<file path="src/rtl/memory_stage.sv">
// rtl/memory_stage.sv - RV32I MEM stage: ready/valid data-memory access, load align/extend, MEM/WB register
// Optional forced-completion timeout: define MEM_STAGE_TIMEOUT_EN.
module memory_stage #(
    parameter int unsigned TIMEOUT = 255
) (
    input  logic        clk,
    input  logic        rst,
    input  logic        ID_EX_bhu_reg,
    input  logic        ID_EX_b_reg,
    input  logic        ID_EX_h_reg,
    input  logic        ID_EX_w_reg,
    input  logic        ID_EX_wb_src_reg,
    input  logic        ID_EX_reg_write_reg,
    input  logic        ID_EX_mem_read_i_reg,
    input  logic        ID_EX_mem_write_i_reg,
    input  logic [31:0] EX_PC_reg,
    input  logic [31:0] ID_EX_ALU_Src2_L1_reg,
    input  logic [31:0] alu_out_reg,
    input  logic [4:0]  ID_EX_rd_reg,
    output logic        dmem_req,
    output logic        dmem_we,
    output logic [31:0] dmem_addr,
    output logic [31:0] dmem_wdata,
    output logic [3:0]  dmem_be,
    input  logic        dmem_ready,
    input  logic [31:0] dmem_rdata,
    output logic        mem_stall,
    output logic [4:0]  EX_MEM_rd_hu,
    output logic        EX_MEM_reg_write_hu,
    output logic [31:0] EX_MEM_fwd_data,
    output logic [31:0] MEM_PC_reg,
    output logic [31:0] MEM_wb_data_reg,
    output logic [4:0]  MEM_rd_reg,
    output logic        MEM_reg_write_reg,
    output logic        mem_err
);

    typedef enum logic {IDLE = 1'b0, WAIT = 1'b1} state_t;

    state_t      state;
    logic        access;
    logic        timeout_hit;
    logic        forced;
    logic        complete;
    logic [1:0]  off;
    logic [3:0]  store_be;
    logic [31:0] store_wdata;
    logic [31:0] load_data;
    logic [7:0]  byte_sel;
    logic [15:0] half_sel;
    logic [31:0] wb_data;

    assign access = ID_EX_mem_read_i_reg | ID_EX_mem_write_i_reg;
    assign off    = alu_out_reg[1:0];

`ifdef MEM_STAGE_TIMEOUT_EN
    logic [31:0] wait_cnt;
    logic        err_q;

    // The cycle that would make the count equal TIMEOUT is the forced completion.
    assign timeout_hit = (state == WAIT) && (wait_cnt == TIMEOUT - 32'd1);
    assign mem_err     = err_q;

    always_ff @(posedge clk) begin
        if (rst) begin
            wait_cnt <= 32'd0;
            err_q    <= 1'b0;
        end else begin
            if (state == WAIT && !complete)
                wait_cnt <= wait_cnt + 32'd1;
            else
                wait_cnt <= 32'd0;
            if (forced)
                err_q <= 1'b1;
        end
    end
`else
    logic unused_timeout;

    assign timeout_hit    = 1'b0;
    assign mem_err        = 1'b0;
    assign unused_timeout = |TIMEOUT;
`endif

    assign forced    = timeout_hit & ~dmem_ready;
    assign complete  = access & (dmem_ready | timeout_hit);
    assign mem_stall = access & ~complete;

    assign dmem_req   = (state == WAIT) | access;
    assign dmem_we    = ID_EX_mem_write_i_reg;
    assign dmem_addr  = {alu_out_reg[31:2], 2'b00};
    assign dmem_wdata = store_wdata;
    assign dmem_be    = ID_EX_mem_write_i_reg ? store_be : 4'hF;

    assign EX_MEM_rd_hu        = ID_EX_rd_reg;
    assign EX_MEM_reg_write_hu = ID_EX_reg_write_reg;
    assign EX_MEM_fwd_data     = alu_out_reg;

    assign byte_sel = dmem_rdata[8*off +: 8];
    assign half_sel = dmem_rdata[16*alu_out_reg[1] +: 16];

    always_comb begin
        store_be    = 4'hF;
        store_wdata = ID_EX_ALU_Src2_L1_reg;
        load_data   = dmem_rdata;
        case ({ID_EX_b_reg, ID_EX_h_reg, ID_EX_w_reg})
            3'b100: begin
                store_be    = 4'b0001 << off;
                store_wdata = {4{ID_EX_ALU_Src2_L1_reg[7:0]}};
                load_data   = ID_EX_bhu_reg ? {24'b0, byte_sel} : {{24{byte_sel[7]}}, byte_sel};
            end
            3'b010: begin
                store_be    = alu_out_reg[1] ? 4'b1100 : 4'b0011;
                store_wdata = {2{ID_EX_ALU_Src2_L1_reg[15:0]}};
                load_data   = ID_EX_bhu_reg ? {16'b0, half_sel} : {{16{half_sel[15]}}, half_sel};
            end
            default: begin
                store_be    = 4'hF;
                store_wdata = ID_EX_ALU_Src2_L1_reg;
                load_data   = dmem_rdata;
            end
        endcase
        if (forced)
            load_data = 32'd0;
    end

    assign wb_data = ID_EX_wb_src_reg ? load_data : alu_out_reg;

    always_ff @(posedge clk) begin
        if (rst) begin
            state             <= IDLE;
            MEM_PC_reg        <= 32'd0;
            MEM_wb_data_reg   <= 32'd0;
            MEM_rd_reg        <= 5'd0;
            MEM_reg_write_reg <= 1'b0;
        end else begin
            case (state)
                IDLE:    if (access && !dmem_ready) state <= WAIT;
                WAIT:    if (dmem_ready || timeout_hit) state <= IDLE;
                default: state <= IDLE;
            endcase
            // A stalled access leaves a bubble so write-back never sees a half-done load.
            if (mem_stall) begin
                MEM_PC_reg        <= 32'd0;
                MEM_wb_data_reg   <= 32'd0;
                MEM_rd_reg        <= 5'd0;
                MEM_reg_write_reg <= 1'b0;
            end else begin
                MEM_PC_reg        <= EX_PC_reg;
                MEM_wb_data_reg   <= wb_data;
                MEM_rd_reg        <= ID_EX_rd_reg;
                MEM_reg_write_reg <= ID_EX_reg_write_reg;
            end
        end
    end

endmodule

</file>
<file path="config.mk">
export PLATFORM = sky130hd
export DESIGN_NAME = memory_stage
export DESIGN_NICKNAME = d
export VERILOG_FILES = /design/src/rtl/memory_stage.sv
export SDC_FILE = /design/constraint.sdc
export NUM_CORES = 1
export LEC_CHECK = 0
export CAP_MARGIN = 10
export CORE_AREA = 2 2 126 128
export CTS_CLUSTER_SIZE = 16
export DETAILED_ROUTE_END_ITERATION = 10
export DIE_AREA = 0 0 128 130
export PLACE_DENSITY = 0.63
export SLEW_MARGIN = 25
export SYNTH_ARGS = -nofsm -noshare
export SYNTH_HDL_FRONTEND = slang
export SYNTH_SLANG_ARGS = --single-unit
</file>
<file path="constraint.sdc">
create_clock -name clk -period 4.25 [get_ports clk]
set_input_delay 0.85 -clock clk [delete_from_list [all_inputs] [get_ports clk]]
set_output_delay 0.85 -clock clk [all_outputs]
set_load 0.005 [all_outputs]
</file>
==> flow_summary.json <==
{
  "drt-met1-wl_um": 5380,
  "hp-start": "state$_SDFF_PP0_",
  "grt_overflow": 0,
  "seq_area_frac_synth": 0.366,
  "routed-wl-met3_um": 1170,
  "skew_ns": 0,
  "ios": 324,
  "min_path_type": "flop to flop",
  "crit_type": "input port to primary output",
  "detail_route.wirelength_um": 14200,
  "area_growth_syn_to_layout_pct": 79.1,
  "port_buffers": 320,
  "synth_edf_count": 0,
  "crit_fanout": 21,
  "final_hold_viol_count": 0,
  "clock_latency_ns": 0.34,
  "track_usage": 0.162,
  "firstDrtPassIters": 4,
  "ant_nets": 0,
  "cts_max_level": 3,
  "p_leak_uw": 0.00259,
  "viasPerCell": 4.49,
  "rows": 46,
  "syn_inst": 421,
  "syn_area_sq_mm": 0.00388,
  "status": "completed",
  "powerDensity_mw_per_mm2": 290,
  "r2r_end": "state$_SDFF_PP0_",
  "syn_area_per_cell_sq_um": 9.23,
  "place_area_sq_mm": 0.00666,
  "place_congestion": 0.844,
  "grt_setup_unrepaired": "no",
  "die_x_um": 128,
  "fin_util": 0.451,
  "drc": 0,
  "die_area_sq_mm": 0.0166,
  "grt_first_pass_wirelength_um": 20700,
  "fin_crit_sh": 0.885,
  "async_flop_share": 0,
  "min_path_cells": 2,
  "rrSetupSlack_ns": 3.40,
  "max_slew_margin": 0.551,
  "arrival_ns": 2.91,
  "ctsResizeCount": 0,
  "grt_pass1_vias": 3926,
  "drt_iter0_markers": 116,
  "stdcell_area_sq_mm": 0.00696,
  "nFillCells": 1473,
  "grt_max_degree": 37,
  "cts_buffers": 9,
  "wire_per_inst_um": 16.7,
  "setup_tns_ns": 0,
  "initial_core_util": 0.252,
  "synth_seq_cells": 71,
  "vias": 3818,
  "setup_violations": 0,
  "cp-start-kind": "input port",
  "ff2ff_path_depth": 2,
  "worstHoldEndpoint": "state$_SDFF_PP0_",
  "worst_pin_slew_ns": 0.671,
  "clock-sinks": 71,
  "cts.clk_slew.worst_paths_ns": 0.06,
  "dieHeight_um": 130,
  "whs_ns": 0.619,
  "drive_gt1_frac": 0.105,
  "cts_hold_buf": 0,
  "r2r-start": "state$_SDFF_PP0_",
  "yosysUniqueCellTypes": 42,
  "cts_tree": "yes",
  "antennaDiodeCount": 0,
  "power_uw": 2020,
  "design.core.area_sq_mm": 0.0154,
  "worstPathRequired_ns": 3.40,
  "yosys_warnings": 0,
  "finalCriticalPeriod_ns": 3.76,
  "antenna_found_initial": 0,
  "topRoutingLayerUsed": "met4",
  "cts_buffer_depth": 2,
  "maxCapViolCount": 0,
  "wl_met2_um": 7420,
  "final_nets": 798,
  "crit_path_end_kind": "primary output",
  "slew_violations": 0,
  "cp-startpoint": "ID_EX_h_reg",
  "synth_ff_type": "dfxtp_1",
  "dpl.hpwl_um": 11400,
  "cts_root_buf": "clkbuf_16",
  "post-cts-setup-buffers": 0,
  "clock.fmax_ghz": 0.266,
  "irDropWorstVdd_uv": 165
}
## metal layers
| metal | GRT usage | vias to the layer above |
|---|---|---|
| met5 | 0 | - |
| met4 | 0.0517 | 0 |
| li1 | - | 1831 |
| met2 | 0.311 | 221 |
| met1 | 0.171 | 1745 |
| met3 | 0.0480 | 21 |
## stage by stage
step,setup WS [ns],instances
after detailed placement,0.502,835
after CTS,0.479,851
after global placement,0.519,835
final,0.490,851
after global routing,0.386,851
after floorplan,1.48,423
## worst max-delay path by stage
stage	end	slack, ns	cells past startpoint
floorplan	dmem_wdata[19]	1.48	6
global placement	dmem_be[0]	0.52	6
detailed placement	dmem_be[0]	0.50	6
CTS	dmem_be[0]	0.48	6
global route	dmem_be[0]	0.39	6
finish	dmem_be[1]	0.49	6
## Yosys cell counts (all sizes together) (3+ instances only)
cell | count | share of area
nand3 | 7 | 0.0090
clkbuf | 14 | 0.014
buf | 94 | 0.18
nand2 | 49 | 0.048
nor3b | 3 | 0.0084
nor2 | 5 | 0.0074
dfxtp | 71 | 0.37
a21o | 3 | 0.0077
and2 | 38 | 0.061
nand2b | 4 | 0.0064
a31oi | 17 | 0.066
a41oi | 6 | 0.014
o21ai | 37 | 0.048
a22oi | 14 | 0.027
mux2 | 30 | 0.087
a21oi | 12 | 0.015
## report_power, final
group | internal (uW) | switching [uW] | total [uW] | leakage [uW]
Sequential | 704 | 9.32 | 714 | 0.000586
Clock | 459 | 310 | 768 | 0.000147
Combinational | 343 | 195 | 538 | 0.00186
## placed cells by master (no fill, tap or decap), drive strengths merged
cell	count
nand3b	1
mux4	1
clkbuf	10
clkinv	4
a22oi	14
a31oi	17
xnor2	1
nor3	1
o21ba	1
a21oi	12
inv	2
buf	9
nand2	49
a21boi	1
nand3	7
conb	3
nor3b	3
nand2b	4
and2	38
a21bo	1
o21a	1
o21ai	37
nor2	5
dfxtp	71
mux2	30
a21o	3
a41oi	6
a32oi	1
nand4b	2
or3	1
bufinv	1
clkdlybuf4s50	319
nor4bb	1
nor2b	2
## final cells by class
| cell class | instances | area, sq um | area share |
|---|---|---|---|
| multi-input combinational | 243 | 1740 | 0.249 |
| tap | 192 | 240 | 0.0345 |
| clock buffer | 10 | 229 | 0.0329 |
| sequential | 71 | 1420 | 0.204 |
| timing repair buffer | 328 | 3260 | 0.468 |
| inverter | 1 | 3.75 | 0.000539 |
| clock inverter | 6 | 70.1 | 0.0101 |
## worst max-delay path, stage by stage
cell,delay (ns)
clkdlybuf4s50_1,0.67
nor3b_4,0.30
buf_4,0.31
nor2_1,0.06
o21ai_0,0.17
clkdlybuf4s50_1,0.54
## cells by family after synthesis
logic type | Yosys count | share of synthesized area
xor+xnor | 1 | 0.00225
other cells | 1 | 0.000965
flops | 71 | 0.366
mux | 31 | 0.0928
simple gates | 114 | 0.156
buf+inv | 109 | 0.194
compound gates | 94 | 0.189
No activity file was read; power rests on OpenSTA's default activity.
